$ cat config.mk
export PLATFORM = sky130hd
export DESIGN_NAME = noc_network_interface
export DESIGN_NICKNAME = d
export VERILOG_FILES = /design/src/rtl/noc_pkg.sv /design/src/rtl/noc_sync_fifo.sv /design/src/rtl/noc_network_interface.sv
export SDC_FILE = /design/constraint.sdc
export NUM_CORES = 1
export LEC_CHECK = 0
export CAP_MARGIN = 15
export CORE_AREA = 4 4 154 156
export DETAILED_ROUTE_END_ITERATION = 10
export DIE_AREA = 0 0 158 160
export DONT_BUFFER_PORTS = 1
export GPL_TIMING_DRIVEN = 0
export PLACE_DENSITY = 0.62
export SLEW_MARGIN = 10
export SYNTH_ARGS = -nofsm -noshare
export SYNTH_HDL_FRONTEND = slang
export SYNTH_SLANG_ARGS = --single-unit
$ cat constraint.sdc
create_clock -name clk -period 3.78 [get_ports clk]
set_input_delay 0.756 -clock clk [delete_from_list [all_inputs] [get_ports clk]]
set_output_delay 0.756 -clock clk [all_outputs]
set_load 0.1 [all_outputs]
$ cat src/rtl/noc_pkg.sv
// rtl/noc_pkg.sv - shared widths, flit layout, pack/unpack helpers and err bit indices for the NoC NI.
package noc_pkg;

  localparam int NOC_ADDR_W    = 2;
  localparam int NOC_PAYLOAD_W = 16;
  localparam int NOC_FLIT_W    = 2 * NOC_ADDR_W + NOC_PAYLOAD_W;

  localparam int PAYLOAD_LSB = 0;
  localparam int LOCAL_LSB   = NOC_PAYLOAD_W;
  localparam int CLUSTER_LSB = NOC_PAYLOAD_W + NOC_ADDR_W;

  localparam int ERR_EJ_OVF     = 0;
  localparam int ERR_CREDIT_OVF = 1;

  typedef struct packed {
    logic [NOC_ADDR_W-1:0]    dest_cluster;
    logic [NOC_ADDR_W-1:0]    dest_local;
    logic [NOC_PAYLOAD_W-1:0] payload;
  } flit_t;

  function automatic flit_t flit_pack(input logic [NOC_ADDR_W-1:0]    dest_cluster,
                                      input logic [NOC_ADDR_W-1:0]    dest_local,
                                      input logic [NOC_PAYLOAD_W-1:0] payload);
    flit_t f;
    f.dest_cluster = dest_cluster;
    f.dest_local   = dest_local;
    f.payload      = payload;
    return f;
  endfunction

  function automatic logic [NOC_PAYLOAD_W-1:0] flit_payload(input flit_t f);
    return f.payload;
  endfunction

endpackage

$ cat src/rtl/noc_sync_fifo.sv
// rtl/noc_sync_fifo.sv - show-ahead synchronous FIFO; a push while full is taken only alongside a pop.
module noc_sync_fifo #(
  parameter int WIDTH = 8,
  parameter int DEPTH = 4
) (
  input  logic             clk,
  input  logic             rst,
  input  logic             push,
  input  logic [WIDTH-1:0] push_data,
  input  logic             pop,
  output logic [WIDTH-1:0] head,
  output logic             full,
  output logic             empty
);

  localparam int AW = $clog2(DEPTH);

  logic [AW:0]      wr_ptr_q, wr_ptr_d, rd_ptr_q, rd_ptr_d;
  logic [WIDTH-1:0] mem_q [DEPTH];
  logic [WIDTH-1:0] mem_d [DEPTH];
  logic             do_push, do_pop;

  assign empty   = (wr_ptr_q == rd_ptr_q);
  assign full    = (wr_ptr_q[AW] != rd_ptr_q[AW]) && (wr_ptr_q[AW-1:0] == rd_ptr_q[AW-1:0]);
  assign do_pop  = pop && !empty;
  assign do_push = push && (!full || do_pop);
  // Head reads as zero when empty so the show-ahead output is clean out of reset.
  assign head    = empty ? '0 : mem_q[rd_ptr_q[AW-1:0]];

  always_comb begin
    mem_d    = mem_q;
    wr_ptr_d = wr_ptr_q;
    rd_ptr_d = rd_ptr_q;
    if (do_push) begin
      mem_d[wr_ptr_q[AW-1:0]] = push_data;
      wr_ptr_d = wr_ptr_q + {{AW{1'b0}}, 1'b1};
    end
    if (do_pop) begin
      rd_ptr_d = rd_ptr_q + {{AW{1'b0}}, 1'b1};
    end
  end

  always_ff @(posedge clk) begin
    if (rst) begin
      wr_ptr_q <= '0;
      rd_ptr_q <= '0;
      for (int i = 0; i < DEPTH; i++) mem_q[i] <= '0;
    end else begin
      wr_ptr_q <= wr_ptr_d;
      rd_ptr_q <= rd_ptr_d;
      mem_q    <= mem_d;
    end
  end

endmodule

$ cat src/rtl/noc_network_interface.sv
// rtl/noc_network_interface.sv - PE-to-router NI: injection FIFO with credit flow control, ejection FIFO with credit return.
// Optional NOC_NI_STATS_EN adds saturating stat_inj/stat_ej/stat_stall counters.
module noc_network_interface
  import noc_pkg::*;
#(
  parameter int ADDR_W    = NOC_ADDR_W,
  parameter int PAYLOAD_W = NOC_PAYLOAD_W,
  parameter int INJ_DEPTH = 4,
  parameter int EJ_DEPTH  = 4,
  parameter int CREDITS   = 4,
  localparam int FLIT_W   = 2 * ADDR_W + PAYLOAD_W
) (
  input  logic                 clk,
  input  logic                 rst,
  input  logic                 pe_valid,
  output logic                 pe_ready,
  input  logic [ADDR_W-1:0]    pe_dest_cluster,
  input  logic [ADDR_W-1:0]    pe_dest_local,
  input  logic [PAYLOAD_W-1:0] pe_data,
  output logic [FLIT_W-1:0]    inject,
  output logic                 inject_valid,
  input  logic                 ci,
  input  logic [FLIT_W-1:0]    eject,
  input  logic                 eject_valid,
  output logic                 co,
  output logic                 rd_valid,
  input  logic                 rd_en,
  output logic [PAYLOAD_W-1:0] rd_data,
  output logic [PAYLOAD_W-1:0] read,
  output logic [1:0]           err
`ifdef NOC_NI_STATS_EN
  ,
  output logic [15:0]          stat_inj,
  output logic [15:0]          stat_ej,
  output logic [15:0]          stat_stall
`endif
);

  localparam int CW = $clog2(CREDITS + 1);

  logic [CW-1:0]        credit_cnt_q, credit_cnt_d;
  logic [FLIT_W-1:0]    inject_q, inject_d;
  logic                 inject_valid_q, inject_valid_d;
  logic                 co_q, co_d;
  logic [PAYLOAD_W-1:0] read_q, read_d;
  logic [1:0]           err_q, err_d;

  logic [FLIT_W-1:0] inj_head, ej_head;
  logic              inj_full, inj_empty, ej_full, ej_empty;
  logic              send, ej_pop, ej_drop;
  logic              unused_ej_hdr;

  assign pe_ready = !inj_full;
  assign send     = !inj_empty && (credit_cnt_q != '0);
  assign ej_pop   = rd_en && !ej_empty;
  assign ej_drop  = eject_valid && ej_full && !ej_pop;

  noc_sync_fifo #(.WIDTH(FLIT_W), .DEPTH(INJ_DEPTH)) u_inj_fifo (
    .clk       (clk),
    .rst       (rst),
    .push      (pe_valid && pe_ready),
    .push_data ({pe_dest_cluster, pe_dest_local, pe_data}),
    .pop       (send),
    .head      (inj_head),
    .full      (inj_full),
    .empty     (inj_empty)
  );

  noc_sync_fifo #(.WIDTH(FLIT_W), .DEPTH(EJ_DEPTH)) u_ej_fifo (
    .clk       (clk),
    .rst       (rst),
    .push      (eject_valid),
    .push_data (eject),
    .pop       (ej_pop),
    .head      (ej_head),
    .full      (ej_full),
    .empty     (ej_empty)
  );

  // The PE only sees payloads; routing fields of ejected flits are not forwarded.
  assign unused_ej_hdr = ^ej_head[FLIT_W-1:PAYLOAD_W];
  assign rd_valid      = !ej_empty;
  assign rd_data       = ej_head[PAYLOAD_W-1:0];

  always_comb begin
    credit_cnt_d   = credit_cnt_q;
    inject_d       = inject_q;
    inject_valid_d = send;
    co_d           = ej_pop;
    read_d         = read_q;
    err_d          = err_q;
    if (send) inject_d = inj_head;
    // A credit arriving alongside a send leaves the count unchanged.
    if (ci && !send) begin
      if (credit_cnt_q == CW'(CREDITS)) err_d[ERR_CREDIT_OVF] = 1'b1;
      else credit_cnt_d = credit_cnt_q + CW'(1);
    end else if (!ci && send) begin
      credit_cnt_d = credit_cnt_q - CW'(1);
    end
    if (ej_pop) read_d = ej_head[PAYLOAD_W-1:0];
    if (ej_drop) err_d[ERR_EJ_OVF] = 1'b1;
  end

  always_ff @(posedge clk) begin
    if (rst) begin
      credit_cnt_q   <= CW'(CREDITS);
      inject_q       <= '0;
      inject_valid_q <= 1'b0;
      co_q           <= 1'b0;
      read_q         <= '0;
      err_q          <= '0;
    end else begin
      credit_cnt_q   <= credit_cnt_d;
      inject_q       <= inject_d;
      inject_valid_q <= inject_valid_d;
      co_q           <= co_d;
      read_q         <= read_d;
      err_q          <= err_d;
    end
  end

  assign inject       = inject_q;
  assign inject_valid = inject_valid_q;
  assign co           = co_q;
  assign read         = read_q;
  assign err          = err_q;

`ifdef NOC_NI_STATS_EN
  logic [15:0] stat_inj_q, stat_inj_d, stat_ej_q, stat_ej_d, stat_stall_q, stat_stall_d;

  always_comb begin
    stat_inj_d   = stat_inj_q;
    stat_ej_d    = stat_ej_q;
    stat_stall_d = stat_stall_q;
    if (send && stat_inj_q != 16'hFFFF) stat_inj_d = stat_inj_q + 16'd1;
    if (eject_valid && !ej_drop && stat_ej_q != 16'hFFFF) stat_ej_d = stat_ej_q + 16'd1;
    if (!inj_empty && credit_cnt_q == '0 && stat_stall_q != 16'hFFFF) stat_stall_d = stat_stall_q + 16'd1;
  end

  always_ff @(posedge clk) begin
    if (rst) begin
      stat_inj_q   <= '0;
      stat_ej_q    <= '0;
      stat_stall_q <= '0;
    end else begin
      stat_inj_q   <= stat_inj_d;
      stat_ej_q    <= stat_ej_d;
      stat_stall_q <= stat_stall_d;
    end
  end

  assign stat_inj   = stat_inj_q;
  assign stat_ej    = stat_ej_q;
  assign stat_stall = stat_stall_q;
`endif

endmodule

==> impl_results.md <==
- Die Ht: 160 um
- Status: completed
- Top cells by count, synth: nand2_1, dfxtp_1, a21oi_1, nand2b_1, mux2i_1
- Max-Cap Viols: 0
- GRT Residual Overflow: 0
- Drt pass-1 iters: 7
- Number of nets with antenna violations after routing: 0
- Hold_buf cts: 0
- # resized after CTS: 0
- Placed Area: 9195 um^2
- Minimum clock period: 3.608 ns
- Sequential fraction of the synthesis area: 45.08%
- Most numerous cell in the Yosys netlist: nand2_1
- Leakage power total: 3.719 nW
- WP depth: 5
- Buf/Inv on CP: 2
- Worst Setup End Kind: output pin
- Final core utilization: 43.74%
- Synth area leader: dfxtp_1
- Area grow syn2layout: 10.69%
- Setup TNS: 0 ns
- Slew headroom: 25.26%
- Fillcell total: 2169
- Met1 wire length: 10.40 mm
- Cell variety after synth: 43
- Post-DP HPWL: 16.03 mm
- Final hold vios: 0
- Global-route wire length before repair: 35.68 mm
- Mean Syn Cell Area: 9.564 um^2
- CTS max path bufs: 2
- RePlAce Congestion: 0.7853
- Clock buffer count from CTS: 17
- Vias per cell: 5.176
- Final design area excluding fillers: 9782 um^2
- CP arrival: 2.85 ns
- Tot Pwr: 0.006080 W
- Metal3 WL: 1.552 mm
- CTS Sinks: 199
- Row cnt: 55
- Worst reg2reg path endpoint: credit_cnt_q[2]
- RR Startpoint: u_inj_fifo.rd_ptr_q[1]
- Slew Viols, Final: 0
- Worst Setup SP: u_ej_fifo.rd_ptr_q[0]
- Hold Slack: 0.4494 ns
- Initial antenna violation count: 0
- Met2 wire length: 10.58 mm
- Post-synth EDFFs: 0
- Async SR Flop Fraction: 0%
- DRC viols: 0
- Highest clock rate: 277.1 MHz
- Clock-pin slew on the worst setup and hold paths: 0.08 ns
- Synth Register Bits: 199
- Top delay family on crit path: simple AND/OR/NAND/NOR gates
- Layout Skew: 0.01124 ns
- Core region area: 22370 um^2
- Die W: 158 um
- Worst Setup EP: rd_data[0]
- Peak fanout along the critical path: 10
- Port Buffers: 0
- Critical path type: reg2out
- Pin count of the biggest net entering global routing: 20
- Root Buffer: clkbuf_16
- Routed WL: 22.80 mm
- Hold/Removal Path Class: in2reg
- H-tree depth: 4
- Synth warnings: 0
- CTS tree: done
- Vias in the first global route: 6328
- Worst Path Required: 3.02 ns
- 1st-iter DRT viols: 414
- Inserted Diodes: 0
- R2R setup slack: 1.20 ns
- R2R cell count: 9
- Max incr delay on CP: 0.88 ns
- Share of layout cells above drive strength 1: 12.87%
- Post-CTS setup buffers: 0
- Synthesized cell area: 8837 um^2
- CP max stage cell: and2_1
- Pwr dens: 621.5 nW/um^2
- Maximum vdd drop: 276.5 uV
- Nets: 1000
- GRT Total Usage: 18.20%
- Final setup violation count: 0
- WL per Instance: 18.37 um
- Critical path startpoint category: flip-flop
- Initial Utilization: 39.51%
- Fin crit share: 95.46%
- Clk_lat worst skew: 0.43 ns
- RSZ-0062 raised after global routing: false
- Die area: 25280 um^2
- Ports: 104
- Top layer in use: met4
- Vias: 6424
- Top FF cell, synth: dfxtp_1
- Worst-Margin Slew: 1.118 ns
- Critical Path, Cell by Cell: buf_6 > xnor2_1 > nand3_1 > clkbuf_2 > and2_1
- Post-synthesis cell count: 924
- Ranking of synthesized cells by area: dfxtp_1, nand2_1, mux4_2, mux2i_1, a21oi_1
- Mapped Nets: 981
- Yosys top cell area share: 45.08%
[metal layers]
metal  GRT usage (%)  vias up
li1                -     3169
met1           24.70     3089
met2           28.70      150
met3           5.068       16
met4           4.769        0
met5               0        -
[per-stage QoR]
step / cells / setup slack, ns
floorplan: 924 / 0.3957
global placement: 1209 / 0.03053
detailed placement: 1209 / 0.6091
CTS: 1241 / 0.1372
global route: 1241 / 0.01348
finish: 1241 / 0.1716
[power breakdown]
part	total [W]	switching (W)	leakage [nW]	internal, W
clock network	0.00179	0.000875	0.288	0.000913
registers	0.00270	0.000452	1.62	0.00225
logic	0.00159	0.00105	1.82	0.000540
[state kept, by name, indices dropped and copies added (netlist names), 3 cells and up]
name / count
u_ej_fifo.wr_ptr_q: 3
u_inj_fifo.mem_q: 80
inject: 20
u_inj_fifo.wr_ptr_q: 3
credit_cnt_q: 3
read: 16
u_ej_fifo.mem_q: 64
u_inj_fifo.rd_ptr_q: 3
u_ej_fifo.rd_ptr_q: 3
[worst reg2reg max path, stage by stage (launching register included)]
cell and delay, ns:
dfxtp_1 0.33, buf_2 0.22, xor2_2 0.16, o31ai_4 0.44, buf_2 0.35, nand2_1 0.11, fa_1 0.45, nor3_1 0.20
a21oi_1 0.09, o221ai_1 0.16
[how the worst min path moves through the flow]
stage / start / endpoint / slack (ns) / depth (start not counted)
after global placement: u_inj_fifo.mem_q[23] / u_inj_fifo.mem_q[23] / 0.44 / 2
after detailed placement: u_inj_fifo.mem_q[17] / u_inj_fifo.mem_q[17] / 0.45 / 2
after global routing: pe_data[5] / u_inj_fifo.mem_q[25] / 0.43 / 2
after floorplan: u_inj_fifo.mem_q[30] / u_inj_fifo.mem_q[30] / 0.43 / 2
final: pe_data[14] / u_inj_fifo.mem_q[14] / 0.45 / 2
after CTS: pe_data[12] / u_inj_fifo.mem_q[12] / 0.43 / 2
[kinds of logic (layout without fill, tap and decap cells)]
| group | Yosys count | in the layout | synth area share (%) |
|---|---|---|---|
| muxes | 103 | 103 | 16.78 |
| buffers and inverters | 76 | 108 | 5.210 |
| and+or+nand+nor | 369 | 369 | 19.71 |
| xor gates and xnor gates | 18 | 18 | 2.209 |
| DFF | 199 | 199 | 45.08 |
| adders and majority gates | 11 | 11 | 1.642 |
| AOI/OAI and AO/OA | 148 | 148 | 9.373 |
[cell type report]
| class | instances | area (um^2) | share of cell area [%] |
|---|---|---|---|
| buffer | 68 | 431.7 | 4.413 |
| multi-input combinational | 649 | 4393 | 44.91 |
| clock inverter | 13 | 133.9 | 1.369 |
| inverter | 8 | 30.03 | 0.3070 |
| tap | 285 | 356.6 | 3.645 |
| sequential | 199 | 3984 | 40.73 |
| clock buffer | 19 | 452.9 | 4.630 |
[cells in the final DEF, fill, tap and decap left out, drive strengths merged]
| master | n |
|---|---|
| a41oi | 1 |
| a211o | 1 |
| o22ai | 2 |
| nand3 | 20 |
| dfxtp | 199 |
| a31oi | 5 |
| nand2b | 81 |
| nor4 | 2 |
| inv | 14 |
| o32ai | 1 |
| mux2i | 66 |
| xnor2 | 11 |
| a211oi | 2 |
| xor2 | 7 |
| o221ai | 1 |
| mux2 | 1 |
| a21oi | 123 |
| and2 | 17 |
| o31ai | 2 |
| ha | 10 |
| mux4 | 36 |
| nand2 | 229 |
| buf | 35 |
| nor2 | 14 |
| clkinv | 7 |
| or3 | 2 |
| o31a | 1 |
| a31o | 6 |
| fa | 1 |
| o21ai | 2 |
| o41a | 1 |
| nor2b | 1 |
| nor3 | 3 |
| clkbuf | 52 |
No activity file was read; power rests on OpenSTA's default activity.
